`config.mk`:
```
export PLATFORM = sky130hd
export DESIGN_NAME = dds_sweep_ctrl
export DESIGN_NICKNAME = d
export VERILOG_FILES = /design/src/rtl/dds_ctrl_pkg.sv /design/src/rtl/dds_dwell_timer.sv /design/src/rtl/dds_sweep_ctrl.sv
export SDC_FILE = /design/constraint.sdc
export NUM_CORES = 1
export LEC_CHECK = 0
export ABC_AREA = 1
export BUFFER_PORTS_ARGS = -buffer_cell sky130_fd_sc_hd__buf_2
export CORE_MARGIN = 2
export CORE_UTILIZATION = 45
export DETAILED_ROUTE_END_ITERATION = 7
export MAX_ROUTING_LAYER = met4
export PLACE_DENSITY = 0.69
export SLEW_MARGIN = 20
export SYNTH_ARGS = -nofsm -noshare
export SYNTH_HDL_FRONTEND = slang
export SYNTH_SLANG_ARGS = --single-unit
```
`constraint.sdc`:
```
create_clock -name sys_clk -period 3.65 [get_ports sys_clk]
set_input_delay 0.365 -clock sys_clk [delete_from_list [all_inputs] [get_ports sys_clk]]
set_output_delay 0.365 -clock sys_clk [all_outputs]
set_load 0.05 [all_outputs]
```
`src/rtl/dds_ctrl_pkg.sv`:
```
// Shared definitions for the DDS sweep controller: default widths,
// minimum dwell length and the sweep FSM state encoding.
package dds_ctrl_pkg;

    localparam int DDS_FW    = 32;   // frequency word width
    localparam int DDS_PW    = 12;   // phase word width
    localparam int DDS_DW    = 16;   // dwell counter width
    localparam int MIN_DWELL = 1;    // a dwell of 0 is stretched to this

    typedef enum logic [1:0] {
        IDLE  = 2'd0,
        DWELL = 2'd1,
        DONE  = 2'd2
    } sweep_state_e;

endpackage

```
`src/rtl/dds_dwell_timer.sv`:
```
// Per-point dwell timer. A load sets the count to max(load value, 1);
// while enabled it counts down and flags expiry in the last cycle of a point.
module dds_dwell_timer
    import dds_ctrl_pkg::*;
#(
    parameter int DW = DDS_DW
) (
    input  logic          sys_clk,
    input  logic          rst,
    input  logic          load_i,
    input  logic [DW-1:0] load_val_i,
    input  logic          en_i,
    output logic          expire_o
);

    logic [DW-1:0] cnt_q;
    logic [DW-1:0] cnt_d;

    // Next count: load wins (zero coerced to minimum), else count down to the floor
    always_comb begin
        cnt_d = cnt_q;
        if (load_i) begin
            cnt_d = (load_val_i == '0) ? DW'(MIN_DWELL) : load_val_i;
        end else if (en_i && (cnt_q > DW'(MIN_DWELL))) begin
            cnt_d = cnt_q - DW'(1);
        end
    end

    // Counter register with synchronous reset
    always_ff @(posedge sys_clk) begin
        if (rst) begin
            cnt_q <= '0;
        end else begin
            cnt_q <= cnt_d;
        end
    end

    // Expiry marks the final cycle of the current point
    assign expire_o = en_i && (cnt_q <= DW'(MIN_DWELL));

endmodule

```
`src/rtl/dds_sweep_ctrl.sv`:
```
// Linear frequency sweep controller feeding the DDS Fword/Pword inputs.
// Configuration is shadowed on start; the step adder and stop compare
// live here, the per-point dwell timing lives in dds_dwell_timer.
module dds_sweep_ctrl
    import dds_ctrl_pkg::*;
#(
    parameter int FW = DDS_FW,
    parameter int PW = DDS_PW,
    parameter int DW = DDS_DW
) (
    input  logic          sys_clk,
    input  logic          rst,
    input  logic          start,
    input  logic          abort,
    input  logic          mode,
    input  logic [FW-1:0] f_start,
    input  logic [FW-1:0] f_stop,
    input  logic [FW-1:0] f_step,
    input  logic [DW-1:0] dwell,
    input  logic [PW-1:0] p_offset,
    output logic [FW-1:0] Fword,
    output logic [PW-1:0] Pword,
    output logic          busy,
    output logic          step_strobe,
    output logic          done
);

    sweep_state_e  state_q, state_d;
    logic [FW-1:0] fword_q, fword_d;
    logic [PW-1:0] pword_q, pword_d;
    logic [FW-1:0] fstart_q, fstart_d;
    logic [FW-1:0] fstop_q, fstop_d;
    logic [FW-1:0] fstep_q, fstep_d;
    logic [DW-1:0] dwell_q, dwell_d;
    logic          mode_q, mode_d;
    logic          busy_q, busy_d;
    logic          step_q, step_d;
    logic          done_q, done_d;

    logic          timer_load;
    logic [DW-1:0] timer_val;
    logic          timer_en;
    logic          timer_exp;
    logic [FW:0]   next_sum;
    logic          advance;

    dds_dwell_timer #(
        .DW(DW)
    ) u_timer (
        .sys_clk   (sys_clk),
        .rst       (rst),
        .load_i    (timer_load),
        .load_val_i(timer_val),
        .en_i      (timer_en),
        .expire_o  (timer_exp)
    );

    // Step adder with carry; advance only if the next point stays in range
    always_comb begin
        next_sum = {1'b0, fword_q} + {1'b0, fstep_q};
        advance  = !next_sum[FW] && (next_sum[FW-1:0] <= fstop_q) && (fstep_q != '0);
    end

    // Next-state and registered-output logic of the sweep FSM
    always_comb begin
        state_d    = state_q;
        fword_d    = fword_q;
        pword_d    = pword_q;
        fstart_d   = fstart_q;
        fstop_d    = fstop_q;
        fstep_d    = fstep_q;
        dwell_d    = dwell_q;
        mode_d     = mode_q;
        busy_d     = busy_q;
        step_d     = 1'b0;
        done_d     = 1'b0;
        timer_load = 1'b0;
        timer_val  = dwell_q;
        timer_en   = 1'b0;
        case (state_q)
            IDLE: begin
                if (start && !abort) begin
                    fstart_d   = f_start;
                    fstop_d    = f_stop;
                    fstep_d    = f_step;
                    dwell_d    = dwell;
                    mode_d     = mode;
                    fword_d    = f_start;
                    pword_d    = p_offset;
                    busy_d     = 1'b1;
                    step_d     = 1'b1;
                    timer_load = 1'b1;
                    timer_val  = dwell;
                    state_d    = DWELL;
                end
            end
            DWELL: begin
                if (abort) begin
                    busy_d  = 1'b0;
                    state_d = IDLE;
                end else begin
                    timer_en = 1'b1;
                    if (timer_exp) begin
                        if (advance) begin
                            fword_d    = next_sum[FW-1:0];
                            step_d     = 1'b1;
                            timer_load = 1'b1;
                        end else if (mode_q) begin
                            fword_d    = fstart_q;
                            step_d     = 1'b1;
                            timer_load = 1'b1;
                        end else begin
                            busy_d  = 1'b0;
                            done_d  = 1'b1;
                            state_d = DONE;
                        end
                    end
                end
            end
            DONE: begin
                state_d = IDLE;
            end
            default: begin
                busy_d  = 1'b0;
                state_d = IDLE;
            end
        endcase
    end

    // State, shadow configuration and output registers
    always_ff @(posedge sys_clk) begin
        if (rst) begin
            state_q  <= IDLE;
            fword_q  <= '0;
            pword_q  <= '0;
            fstart_q <= '0;
            fstop_q  <= '0;
            fstep_q  <= '0;
            dwell_q  <= '0;
            mode_q   <= 1'b0;
            busy_q   <= 1'b0;
            step_q   <= 1'b0;
            done_q   <= 1'b0;
        end else begin
            state_q  <= state_d;
            fword_q  <= fword_d;
            pword_q  <= pword_d;
            fstart_q <= fstart_d;
            fstop_q  <= fstop_d;
            fstep_q  <= fstep_d;
            dwell_q  <= dwell_d;
            mode_q   <= mode_d;
            busy_q   <= busy_d;
            step_q   <= step_d;
            done_q   <= done_d;
        end
    end

    assign Fword       = fword_q;
    assign Pword       = pword_q;
    assign busy        = busy_q;
    assign step_strobe = step_q;
    assign done        = done_q;

endmodule
```
==> impl_metrics.yaml <==
outcome:
  status: "complete, but fails checks"
  violations: "negative setup slack"
yosys:
  synthesis.area_sq_um: 10310
  yosys_register_bits: 178
  ys_seq_area_share_pct: 34.56
  post-synth-top-area-fraction_pct: 34.56
  synth.distinct_cells: 40
  library_cell_occupying_the_most_area_in_the_post_synthesis_netlist: "sky130_fd_sc_hd__dfxtp_1"
  synth_fp_nets: 1737
  synth_area_leaders: "sky130_fd_sc_hd__dfxtp_1 (35%), sky130_fd_sc_hd__nand2_1 (11%), sky130_fd_sc_hd__o21ai_0 (9.6%)"
  syn-mean-instance-area_sq_um: 6.690
  yosysWarnings: 0
  synthesis.instances: 1541
pwr:
  p_sw_w: 0.002436
  p_int_w: 0.004092
  report.power.total_w: 0.006528
  max-vdd-ir-drop_v: 0.0002635
  pwr_density_cell_nw_per_um2: 430.7
  p_leak_nw: 7.217
  power.share.sequential_pct: 33.4
  comb_power_share_pct: 36.9
  clock_network_fraction_of_total_power_pct: 29.6
  power.share.switching_pct: 37.31
clocking:
  clkLatencyLatePin_ps: 450
  path_clk_slew_ps: 80
  clock_tree.buffer_depth: 2
  tritoncts.num_buffers: 17
  cts_hold_buffers: 0
  clk_root_buffer_cell: "sky130_fd_sc_hd__clkbuf_16"
  cts.htree.levels: 4
  numClockSinks: 178
  tritoncts: "done"
die:
  die_y_um: 155.4
  top_level_ports: 176
  fp.dieArea_sq_um: 24140
  die_w_um: 155.4
  coreArea_sq_um: 22570
  placement_rows: 55
  start_util_pct: 45.68
finish:
  finalNetCount: 2102
  layoutNonFillerInstCount: 2206
  fraction_of_layout_cells_with_a_size_suffix_above_1_pct: 38.20
  syn2layout_area_growth_pct: 47.01
grt:
  grt_start_max_net_pins: 86
  globalRoute.totalOverflow: 0
  antenna_violations_before_repair: 2
  grt_first_pass_wirelength_um: 55260
  grt_pass1_vias: 10880
  global_route.usage.total_pct: 29.71
timing:
  shortest_clock_period_the_worst_path_allows_after_layout_ps: 3861
  rsz0062_at_grt: "true"
  part_of_the_cycle_the_worst_path_needs_pct: 105.8
  finClkSkew_ps: 14.10
  worst_slack_ps: -211.5
  final_hold_violation_count: 0
  worst-slew-pin-transition_ps: 774.2
  relSlewSlack_pct: 48.39
  setup_viol_count_final: 51
  timing.final.max_slew_violations: 0
  fmax_mhz: 259.0
worst_setup_path:
  critical_path_required_ps: 4030
  rrSetupSlack_ps: -210
  ff2ff_path_depth: 27
  worstPathMaxFanout: 10
  startpoint_kind_of_the_worst_setup_timing_path: "flip-flop"
  crit_path_end_kind: "flip-flop"
  r2r_start: "Fword[6]"
  critical_path.startpoint: "Fword[6]"
  worst-setup-path-type: "flip-flop to flip-flop"
  worstPathArrival_ps: 4240
  cp-endpoint: "Fword[8]"
  worstReg2RegEnd: "Fword[8]"
place:
  dp_cells: 2131
  gp_routability_congestion: 0.9568
  place.detailed.hpwl_um: 25670
  placement.io_buffers: 175
drt:
  routed-wl-met2_um: 17480
  dr_wl_met3_um: 2158
  met1_length_um: 16380
  detail_route.vias_per_cell: 5.285
  routed_wirelength_um: 37120
  dr.max_layer_used: "met4"
  wl_per_cell_um: 16.83
  first_iter_violations: 797
  ant_nets: 0
  drt_pass1_iterations: 5
  via_count: 11660
  drc: 0
worst_hold_path:
  worstHoldPathType: "input port to flip-flop"
run:
  drv.max_cap_violation_count: 0
## cell usage after synthesis, drive strengths merged
cell,n
o21bai,3
o21ai,201
dfxtp,178
buf,20
mux2i,3
nor3b,1
a21o,6
xor2,26
xnor2,12
fa,1
a31oi,1
clkbuf,51
nor4,7
nor2,266
nand4,11
o21a,8
a21oi,157
ha,66
nand3b,5
or2,10
o2111ai,1
o211ai,2
nor3,14
inv,140
and2,1
nand3,45
nand2,305
## flip-flops by register name (all words and copies together), names as in the netlist
signal	cells
u_timer.cnt_q	16
state_q	2
busy	1
Pword	12
fstop_q	32
done	1
mode_q	1
Fword	32
fstep_q	32
fstart_q	32
dwell_q	16
step_strobe	1
## power groups by stage
stage          Combinational (W)  Sequential (W)  Clock [W]
6_report                 0.00241         0.00218    0.00193
5_1_grt                  0.00262         0.00220    0.00204
4_1_cts                  0.00207         0.00218    0.00195
3_5_place_dp             0.00183         0.00221          0
3_3_place_gp             0.00181         0.00221          0
2_1_floorplan           0.000995         0.00233          0
## routing by layer
metal	vias up	global-route usage, %
li1	5757	-
met1	5411	38.22
met2	411	47.68
met3	79	5.209
met4	0	9.436
met5	-	-
## logic make-up after synthesis
| kind of cell | Yosys count | synth area share, % |
|---|---|---|
| adders and majority gates | 67 | 8.204 |
| AOI/OAI and AO/OA | 379 | 18.98 |
| xor gates and xnor gates | 38 | 3.228 |
| DFF | 178 | 34.56 |
| and+or+nand+nor | 665 | 26.55 |
| muxes | 3 | 0.2913 |
| buffers and inverters | 211 | 8.180 |
## how the worst min path moves through the flow
| stage | startpoint | endpoint | cells after the start | slack [ps] |
|---|---|---|---|---|
| after floorplan | fstart_q[10] | fstart_q[10] | 2 | 420 |
| after global placement | fstart_q[2] | fstart_q[2] | 2 | 440 |
| after detailed placement | fstart_q[30] | fstart_q[30] | 2 | 440 |
| after CTS | p_offset[0] | Pword[0] | 3 | 160 |
| after global routing | p_offset[9] | Pword[9] | 3 | 170 |
| final | p_offset[3] | Pword[3] | 3 | 160 |
## critical path: stages (launching register included)
cell	delay, ps
sky130_fd_sc_hd__dfxtp_1	330
sky130_fd_sc_hd__ha_1	320
sky130_fd_sc_hd__buf_4	170
sky130_fd_sc_hd__nand2_1	110
sky130_fd_sc_hd__nor2_1	70
sky130_fd_sc_hd__nor2_1	120
sky130_fd_sc_hd__nand2_2	100
sky130_fd_sc_hd__a21o_1	180
sky130_fd_sc_hd__buf_4	130
sky130_fd_sc_hd__buf_4	140
sky130_fd_sc_hd__xor2_4	150
sky130_fd_sc_hd__ha_1	270
sky130_fd_sc_hd__nand2_1	50
sky130_fd_sc_hd__nor2_1	170
sky130_fd_sc_hd__nand2_1	120
sky130_fd_sc_hd__inv_1	80
sky130_fd_sc_hd__nand2_1	60
sky130_fd_sc_hd__nand2_2	90
sky130_fd_sc_hd__nand2_2	60
sky130_fd_sc_hd__nand2_2	80
sky130_fd_sc_hd__nand2_4	70
sky130_fd_sc_hd__nand3_4	100
sky130_fd_sc_hd__buf_4	170
sky130_fd_sc_hd__inv_8	50
sky130_fd_sc_hd__clkbuf_16	160
sky130_fd_sc_hd__o21ai_0	230
sky130_fd_sc_hd__a21oi_2	90
sky130_fd_sc_hd__nor2_1	110
## metrics by stage
stage,util [%],instance area (sq um),setup TNS [ps],setup WS (ps),hold WS [ps]
after floorplan,-,10310,0,5.575,424.5
after global placement,56.60,12770,-19990,-551.9,435.3
after detailed placement,56.60,12770,-23420,-553.5,440.1
after CTS,62.88,14190,-1437,-123.7,156.8
after global routing,67.15,15160,-17330,-396.0,169.1
final,67.15,15160,-7898,-211.5,163.2
## cell type report
| cell class | count | area [sq um] |
|---|---|---|
| diodes | 2 | 5.005 |
| clock inverters | 15 | 185.2 |
| clock buffers | 17 | 425.4 |
| well taps | 285 | 356.6 |
| fillers | 1978 | 7415 |
| multi-input cells | 1154 | 7142 |
| flip-flops and latches | 178 | 3580 |
| inverters | 140 | 534.3 |
| repair buffers | 415 | 2929 |
## placed cells by master (no fill, tap or decap), types with 17 or more instances in the layout
cell                        netlist  routed
sky130_fd_sc_hd__inv_1          139     129
sky130_fd_sc_hd__o21ai_2          1      29
sky130_fd_sc_hd__a21oi_1        156      91
sky130_fd_sc_hd__xor2_1          26      17
sky130_fd_sc_hd__buf_4            1     212
sky130_fd_sc_hd__buf_2            8     175
sky130_fd_sc_hd__o21ai_0        197     139
sky130_fd_sc_hd__nor2_2           5      22
sky130_fd_sc_hd__nor2_1         261     242
sky130_fd_sc_hd__clkbuf_16        0      22
sky130_fd_sc_hd__nand2_2          2      63
sky130_fd_sc_hd__nand2_1        300     223
sky130_fd_sc_hd__ha_1            66      46
sky130_fd_sc_hd__nand3_1         42      37
sky130_fd_sc_hd__dfxtp_1        178     165
sky130_fd_sc_hd__a21oi_2          1      60
sky130_fd_sc_hd__ha_4             0      20
sky130_fd_sc_hd__nand2_4          3      17
sky130_fd_sc_hd__o21ai_1          3      30
## what timing repair did
| action | 4_1_cts | 5_1_grt |
|---|---|---|
| cloned | 5 | 7 |
| setup endpoints to repair | 53 | 53 |
| setup buffers | 17 | 13 |
| pin swaps | 18 | 61 |
| gates resized for setup | 151 | 222 |
No activity file was read; power rests on OpenSTA's default activity.
